`src/rtl/flash_erase_sched.sv`:
```
// flash_erase_sched: arbitrates two erase requesters (sector erase on port 0,
// bulk erase on port 1) onto a single SPI NOR flash through a byte-level SPI
// engine. The sequence is WREN, the erase command (plus a 3-byte address for a
// sector erase), then RDSR polling of the WIP bit until it clears or the poll
// budget runs out.
module flash_erase_sched #(
    parameter logic [15:0] POLL_GAP  = 16'd100,  // idle cycles between two status polls
    parameter logic [15:0] MAX_POLLS = 16'd5000, // RDSR reads allowed before timeout
    parameter logic [3:0]  CS_GAP    = 4'd5      // minimum CS-high cycles between transactions
) (
    input  logic        sys_clk,
    input  logic        sys_rst_n,
    input  logic        req0,
    input  logic [23:0] addr0,
    input  logic        req1,
    output logic [1:0]  grant,
    output logic [1:0]  done,
    output logic        err,
    output logic        busy,
    output logic        spi_start,
    output logic [7:0]  spi_byte,
    output logic        spi_last,
    input  logic        spi_done,
    input  logic [7:0]  spi_rx
);

    // Flash opcodes used by the sequence.
    localparam logic [7:0] OP_WREN = 8'h06;
    localparam logic [7:0] OP_SE   = 8'hD8;
    localparam logic [7:0] OP_BE   = 8'hC7;
    localparam logic [7:0] OP_RDSR = 8'h05;
    localparam logic [7:0] OP_DUMMY = 8'h00;

    // One-hot state encoding.
    typedef enum logic [9:0] {
        S_IDLE      = 10'b00_0000_0001,
        S_ARB       = 10'b00_0000_0010,
        S_WREN      = 10'b00_0000_0100,
        S_GAP1      = 10'b00_0000_1000,
        S_CMD       = 10'b00_0001_0000,
        S_ADDR      = 10'b00_0010_0000,
        S_GAP2      = 10'b00_0100_0000,
        S_POLL      = 10'b00_1000_0000,
        S_POLL_WAIT = 10'b01_0000_0000,
        S_FINISH    = 10'b10_0000_0000
    } state_t;

    state_t      state_q;
    logic [1:0]  grant_q;
    logic [1:0]  done_q;
    logic        err_q;
    logic        spi_start_q;
    logic [7:0]  spi_byte_q;
    logic        spi_last_q;
    logic        pend_q;      // a byte has been launched and its spi_done is still due
    logic        rr_q;        // 1: requester 1 wins the next tie, 0: requester 0 wins
    logic [23:0] addr_q;
    logic [1:0]  byte_cnt_q;  // address byte index in ADDR, opcode/dummy phase in POLL
    logic [3:0]  gap_cnt_q;
    logic [15:0] wait_cnt_q;
    logic [15:0] poll_cnt_q;

    logic        win1_d;
    logic        gap_end_d;
    logic        wait_end_d;
    logic [16:0] poll_next_d;
    logic        poll_limit_d;
    logic [7:0]  addr_byte_d;
    logic        unused_rx_bits;

    // Only the WIP bit of the status register matters to the sequence.
    assign unused_rx_bits = ^spi_rx[7:1];

    // Round-robin winner: a lone request wins outright, a tie goes to rr_q.
    assign win1_d = (req0 && req1) ? rr_q : req1;

    // Terminal-count flags for the CS gap and poll spacing counters.
    assign gap_end_d    = ({1'b0, gap_cnt_q} + 5'd1) >= {1'b0, CS_GAP};
    assign wait_end_d   = ({1'b0, wait_cnt_q} + 17'd1) >= {1'b0, POLL_GAP};
    assign poll_next_d  = {1'b0, poll_cnt_q} + 17'd1;
    assign poll_limit_d = poll_next_d >= {1'b0, MAX_POLLS};

    // Address byte selected by the ADDR byte counter, most significant first.
    always_comb begin
        addr_byte_d = addr_q[23:16];
        case (byte_cnt_q)
            2'd0:    addr_byte_d = addr_q[23:16];
            2'd1:    addr_byte_d = addr_q[15:8];
            default: addr_byte_d = addr_q[7:0];
        endcase
    end

    // Sequencer: one byte launched per byte state, advance only on its spi_done.
    always_ff @(posedge sys_clk or negedge sys_rst_n) begin
        if (!sys_rst_n) begin
            state_q     <= S_IDLE;
            grant_q     <= 2'b00;
            done_q      <= 2'b00;
            err_q       <= 1'b0;
            spi_start_q <= 1'b0;
            spi_byte_q  <= 8'h00;
            spi_last_q  <= 1'b0;
            pend_q      <= 1'b0;
            rr_q        <= 1'b0;
            addr_q      <= 24'h00_0000;
            byte_cnt_q  <= 2'd0;
            gap_cnt_q   <= 4'd0;
            wait_cnt_q  <= 16'd0;
            poll_cnt_q  <= 16'd0;
        end else begin
            spi_start_q <= 1'b0;
            done_q      <= 2'b00;
            err_q       <= 1'b0;
            case (state_q)
                S_IDLE: begin
                    if (req0 || req1) begin
                        state_q <= S_ARB;
                    end
                end
                S_ARB: begin
                    // A request dropped before arbitration simply returns to IDLE.
                    if (req0 || req1) begin
                        grant_q    <= win1_d ? 2'b10 : 2'b01;
                        addr_q     <= addr0;
                        poll_cnt_q <= 16'd0;
                        byte_cnt_q <= 2'd0;
                        pend_q     <= 1'b0;
                        state_q    <= S_WREN;
                    end else begin
                        state_q <= S_IDLE;
                    end
                end
                S_WREN: begin
                    if (!pend_q) begin
                        spi_start_q <= 1'b1;
                        spi_byte_q  <= OP_WREN;
                        spi_last_q  <= 1'b1;
                        pend_q      <= 1'b1;
                    end else if (spi_done) begin
                        pend_q    <= 1'b0;
                        gap_cnt_q <= 4'd0;
                        state_q   <= S_GAP1;
                    end
                end
                S_GAP1: begin
                    if (gap_end_d) begin
                        gap_cnt_q <= 4'd0;
                        state_q   <= S_CMD;
                    end else begin
                        gap_cnt_q <= gap_cnt_q + 4'd1;
                    end
                end
                S_CMD: begin
                    // Sector erase keeps CS low for the address; bulk erase ends here.
                    if (!pend_q) begin
                        spi_start_q <= 1'b1;
                        spi_byte_q  <= grant_q[1] ? OP_BE : OP_SE;
                        spi_last_q  <= grant_q[1];
                        pend_q      <= 1'b1;
                    end else if (spi_done) begin
                        pend_q <= 1'b0;
                        if (grant_q[1]) begin
                            gap_cnt_q <= 4'd0;
                            state_q   <= S_GAP2;
                        end else begin
                            byte_cnt_q <= 2'd0;
                            state_q    <= S_ADDR;
                        end
                    end
                end
                S_ADDR: begin
                    if (!pend_q) begin
                        spi_start_q <= 1'b1;
                        spi_byte_q  <= addr_byte_d;
                        spi_last_q  <= (byte_cnt_q == 2'd2);
                        pend_q      <= 1'b1;
                    end else if (spi_done) begin
                        pend_q <= 1'b0;
                        if (byte_cnt_q == 2'd2) begin
                            byte_cnt_q <= 2'd0;
                            gap_cnt_q  <= 4'd0;
                            state_q    <= S_GAP2;
                        end else begin
                            byte_cnt_q <= byte_cnt_q + 2'd1;
                        end
                    end
                end
                S_GAP2: begin
                    if (gap_end_d) begin
                        gap_cnt_q  <= 4'd0;
                        byte_cnt_q <= 2'd0;
                        state_q    <= S_POLL;
                    end else begin
                        gap_cnt_q <= gap_cnt_q + 4'd1;
                    end
                end
                S_POLL: begin
                    // Phase 0 sends RDSR, phase 1 clocks in the status with a dummy byte.
                    if (!pend_q) begin
                        spi_start_q <= 1'b1;
                        spi_byte_q  <= (byte_cnt_q == 2'd0) ? OP_RDSR : OP_DUMMY;
                        spi_last_q  <= (byte_cnt_q != 2'd0);
                        pend_q      <= 1'b1;
                    end else if (spi_done) begin
                        pend_q <= 1'b0;
                        if (byte_cnt_q == 2'd0) begin
                            byte_cnt_q <= 2'd1;
                        end else begin
                            byte_cnt_q <= 2'd0;
                            poll_cnt_q <= poll_next_d[15:0];
                            if (!spi_rx[0]) begin
                                state_q <= S_FINISH;
                            end else if (poll_limit_d) begin
                                err_q   <= 1'b1;
                                rr_q    <= grant_q[0];
                                grant_q <= 2'b00;
                                state_q <= S_IDLE;
                            end else begin
                                wait_cnt_q <= 16'd0;
                                state_q    <= S_POLL_WAIT;
                            end
                        end
                    end
                end
                S_POLL_WAIT: begin
                    if (wait_end_d) begin
                        wait_cnt_q <= 16'd0;
                        state_q    <= S_POLL;
                    end else begin
                        wait_cnt_q <= wait_cnt_q + 16'd1;
                    end
                end
                S_FINISH: begin
                    done_q  <= grant_q;
                    rr_q    <= grant_q[0];
                    grant_q <= 2'b00;
                    state_q <= S_IDLE;
                end
                default: begin
                    grant_q <= 2'b00;
                    pend_q  <= 1'b0;
                    state_q <= S_IDLE;
                end
            endcase
        end
    end

    assign grant     = grant_q;
    assign done      = done_q;
    assign err       = err_q;
    assign busy      = (state_q != S_IDLE);
    assign spi_start = spi_start_q;
    assign spi_byte  = spi_byte_q;
    assign spi_last  = spi_last_q;

endmodule

```
`config.mk`:
```
export PLATFORM = sky130hd
export DESIGN_NAME = flash_erase_sched
export DESIGN_NICKNAME = d
export VERILOG_FILES = /design/src/rtl/flash_erase_sched.sv
export SDC_FILE = /design/constraint.sdc
export NUM_CORES = 1
export LEC_CHECK = 0
export CORE_MARGIN = 3
export CORE_UTILIZATION = 57
export DETAILED_ROUTE_END_ITERATION = 12
export GPL_TIMING_DRIVEN = 0
export PLACE_DENSITY_LB_ADDON = 0.2
export REMOVE_ABC_BUFFERS = 1
export SLEW_MARGIN = 20
export SYNTH_ARGS = -nofsm -noshare
export SYNTH_HDL_FRONTEND = slang
export SYNTH_SLANG_ARGS = --single-unit
```
`constraint.sdc`:
```
create_clock -name sys_clk -period 2.9 [get_ports sys_clk]
set_clock_uncertainty 0.15 [all_clocks]
set_input_delay 0.58 -clock sys_clk [delete_from_list [all_inputs] [get_ports sys_clk]]
set_output_delay 0.58 -clock sys_clk [all_outputs]
set_load 0.05 [all_outputs]
```
==> run summary <==
The path class of the tightest hold or removal check is input pin to async pin. The buffers plus inverters on the worst setup path works out to 1. The number of max-slew violations in the final report is 0, and the minimum setup slack among reg-to-reg paths is 160 ps.

TritonCTS built the clock tree. Setup repair after global routing could not meet its margin everywhere. The final layout contains 579 nets. The total number of clock tree sinks was 89; the smallest setup slack after layout was 73.59 ps. The tools report the routability-driven placement congestion ratio as 0.9270. The fraction of final layout cells with drive strength greater than 1 works out to 0.1605.

The number of buffers added by the clock tree synthesis step was 9. The critical path goes through or4_4 > nor2_4 > nand2_2 > buf_2. On the final layout, the worst hold slack is 26.54 ps. The net switching share of the total power was 0.3999. The worst vdd rail ir drop is 403.1 uV, and the final instance area is 0.005683 sq mm. Post-route DRC violation count: 0. The async set-or-reset flop fraction in the synthesized netlist works out to 1.000.

The flow ran to the end, and the final reports show no timing, DRC or antenna violations. Summed over all nets, the switching power comes to 1.783 mW. The tools report the combinational cell fraction of total power as 0.411. Averaged over all synthesized cells, the footprint is 9.902 sq um. The tools report the upper clock frequency limit as 353.8 MHz. The clock latency reported for the late side of the worst-skew pair is 370 ps. The final critical path time including I/O delays and setup is 2826 ps, and the count of endpoints failing setup in the final report is 0. For the overall die area, the log shows 0.009877 sq mm. The post-route clock period utilization works out to 0.9746. For this run, the detailed router's first-pass iteration total came to 5. Cell internal power dissipation: 2.676 mW.

Number of vias per cell: 6.141. The tree is rooted in a sky130_fd_sc_hd__clkbuf_8. The worst path required time was 2170 ps; the core outline area was 0.008341 sq mm. The capturing element type of the critical path is an output pin. The tools report the sequential area share after synthesis as 0.4483. The via count of the first global-routing pass was 4008; the number of buffers added on ports was 45.

The layout has 673 filler cells. The clock share of power came out at 0.178. The floorplan step set the die width to 99.39 um. The logs give 0.005440 sq mm for the total cell area at the placement stage and 647 for the count of placed standard cells in the final layout, fillers left out.

Clock-pin slew was measured on the worst setup and hold paths at 90 ps. On the worst path, the slowest cell contributes a delay of 630 ps. Post-detailed-route wirelength per cell: 16.56 um.

The number of cells on the worst reg-to-reg path is 8. The synthesis-to-finish area growth works out to 14.32%. In this run the deepest clock path goes through 2 buffers.

0 antenna diodes ended up in the layout. Timing analysis after detailed placement gives a worst setup slack of -348.1 ps. The tool flagged a number of max-cap violations equal to 0. After the first detailed-routing iteration, the DRC count stood at 356.

In the synthesized netlist the dominant register cell turns out to be sky130_fd_sc_hd__dfrtp_1. Among cell families on the critical path, the largest total delay comes from simple AND/OR/NAND/NOR gates. Site row count: 33.

The run gives 3973 as the total number of vias. The logs give 0.412 for the portion of total power attributed to sequential cells and 0.004971 sq mm for the netlist area before placement. The power density of the placed cells works out to 784.6 mW/mm^2. The synthesized design contains 0 enable-type register cells. The logs give 50 for the pin count of the biggest net entering global routing and 2100 ps for the data arrival time at the worst-slack endpoint.

Synthesis produced 502 cells. The wire-length estimate of the detail-placed layout is 7609 um. Number of hold-slack violations in the final timing report: 0. For the initial cell density of the core, the log shows 0.5960. For the count of cell types in the netlist, the log shows 71. The total of flip-flops plus latches after synthesis is 89. The top cell types in the final layout, fill and taps aside, are sky130_fd_sc_hd__dfrtp_1 (88), sky130_fd_sc_hd__clkdlybuf4s50_1 (43), sky130_fd_sc_hd__nand2_1 (41).

The remaining antenna violation count was 0; the maximum level of the CTS H-tree was 3. For the cell count after placement, the log shows 630. The first global-routing pass estimated 18760 um of wire. The share of the core filled with cells was 0.6814.

Global-route usage over all layers: 0.2317. The most frequent standard cell in the layout excluding fill and tap cells was sky130_fd_sc_hd__dfrtp_1. The worst setup path is of the register to output pin kind. The Yosys step of the flow raised 0 warnings. The tools report the sort of element at the start of the critical path as a register. For this design the top-level I/O count stands at 53.

The measured slew at the worst slew-check pin was 587.2 ps. The run gives 0.6085 as the remaining max-slew budget at the tightest pin. For this design the static power due to leakage is 2.385 nW.

Along the worst path, the maximum fanout reaches 6. The tools report the launch point of the worst reg-to-reg path as poll_cnt_q[1]. For the final wirelength, the log shows 10710 um. In this run the critical register-to-register path is captured at rr_q. The slowest stage of the critical path belongs to the cell sky130_fd_sc_hd__or4_4. The floorplan step set the die height to 99.39 um.

After global routing the overflow that remains totals 0. The number of antenna violations at the first check in global routing is 0.
[cells in the mapped netlist (4+ instances only)]
cell / number / share of area
sky130_fd_sc_hd__dfrtp_1: 88 / 0.44
sky130_fd_sc_hd__nand2_1: 43 / 0.032
sky130_fd_sc_hd__nor2_1: 36 / 0.027
sky130_fd_sc_hd__a21oi_1: 32 / 0.032
sky130_fd_sc_hd__o21ai_0: 32 / 0.032
sky130_fd_sc_hd__mux2_2: 29 / 0.066
sky130_fd_sc_hd__nand3_1: 17 / 0.017
sky130_fd_sc_hd__and2_1: 15 / 0.019
sky130_fd_sc_hd__mux2i_1: 13 / 0.026
sky130_fd_sc_hd__nor3_1: 11 / 0.011
sky130_fd_sc_hd__and3_1: 10 / 0.013
sky130_fd_sc_hd__inv_1: 10 / 0.0076
sky130_fd_sc_hd__o21ai_1: 10 / 0.010
sky130_fd_sc_hd__clkbuf_1: 9 / 0.0068
sky130_fd_sc_hd__nand4_1: 9 / 0.011
sky130_fd_sc_hd__buf_2: 8 / 0.0081
sky130_fd_sc_hd__o22ai_1: 7 / 0.0088
sky130_fd_sc_hd__nor2b_1: 6 / 0.0076
sky130_fd_sc_hd__o31ai_1: 6 / 0.0091
sky130_fd_sc_hd__a21o_1: 5 / 0.0076
sky130_fd_sc_hd__and4_1: 5 / 0.0088
sky130_fd_sc_hd__buf_6: 5 / 0.011
sky130_fd_sc_hd__ha_1: 5 / 0.013
sky130_fd_sc_hd__or2_2: 5 / 0.0063
sky130_fd_sc_hd__and4b_1: 4 / 0.0081
sky130_fd_sc_hd__nand2b_1: 4 / 0.0050
sky130_fd_sc_hd__nor4_1: 4 / 0.0050
sky130_fd_sc_hd__nor4b_1: 4 / 0.0070
sky130_fd_sc_hd__or3_1: 4 / 0.0050
[logic make-up after synthesis]
kind of cell / count (synthesis) / share of synthesized area
compound gates: 126 / 0.1631
xor+xnor: 5 / 0.008811
fa+ha+maj: 5 / 0.01258
buf+inv: 33 / 0.03524
flops: 89 / 0.4483
mux: 43 / 0.09413
simple gates: 201 / 0.2379
[through the flow]
| step | power (mW) | TNS (ps) |
|---|---|---|
| global route | 4.757 | -36.25 |
| floorplan | 3.131 | 0 |
| CTS | 4.460 | -99.80 |
| finish | 4.459 | 0 |
| detailed placement | 3.662 | -7459 |
| global placement | 3.580 | -195080 |
[power groups by stage]
stage	logic [mW]	registers [mW]	clock network (mW)
4_1_cts	1.82	1.83	0.810
3_3_place_gp	1.75	1.83	0
2_1_floorplan	1.12	2.01	0
6_report	1.83	1.83	0.793
3_5_place_dp	1.81	1.86	0
5_1_grt	2.01	1.88	0.863
[worst reg2reg max path: cells and delay by family (launching register included)]
kind            cells  cell delay (ps)
xor+xnor            1              200
compound gates      2              500
mux                 1              370
fa+ha+maj           1              260
simple gates        3              710
flops               1              450
[worst max-delay path by stage]
| stage | startpoint | endpoint | depth (start not counted) | slack (ps) |
|---|---|---|---|---|
| after floorplan | state_q[8] | grant[0] | 7 | 250 |
| after CTS | state_q[8] | busy | 4 | -100 |
| final | state_q[8] | busy | 4 | 70 |
| after global routing | poll_cnt_q[1] | rr_q | 8 | -30 |
| after global placement | sys_rst_n | addr_q[17] | 1 | -2140 |
| after detailed placement | spi_done | poll_cnt_q[9] | 7 | -350 |
[layer usage]
layer / routed length (um) / global-route usage / vias up
met5: 0 / 0 / -
met4: 129 / 0.07458 / 0
met3: 461 / 0.03787 / 13
met2: 5230 / 0.3843 / 104
met1: 4891 / 0.3119 / 1922
li1: - / - / 1934
[timing repair]
item,4_1_cts,5_1_grt
setup endpoints to repair,40,42
setup buffers,0,1
gates cloned,0,0
hold buffers,0,0
pin swaps,0,1
gates resized for setup,7,14
[state kept, by name (all words and copies together) (netlist names)]
signal	cells
grant	2
err	1
poll_cnt_q	16
spi_byte	8
rr_q	1
byte_cnt_q	2
gap_cnt_q	4
addr_q	24
state_q	10
spi_last	1
done	2
pend_q	1
spi_start	1
wait_cnt_q	16
[cell type report]
type,count,area [sq um],share of cell area
Tap cell,105,131.4,0.02312
Sequential cell,89,2228,0.3921
Inverter,10,37.54,0.006605
Clock inverter,5,40.04,0.007045
Clock buffer,11,141.4,0.02488
Multi-Input combinational cell,380,2626,0.4621
Timing Repair Buffer,47,478.0,0.08410
No activity file was read; power rests on OpenSTA's default activity.
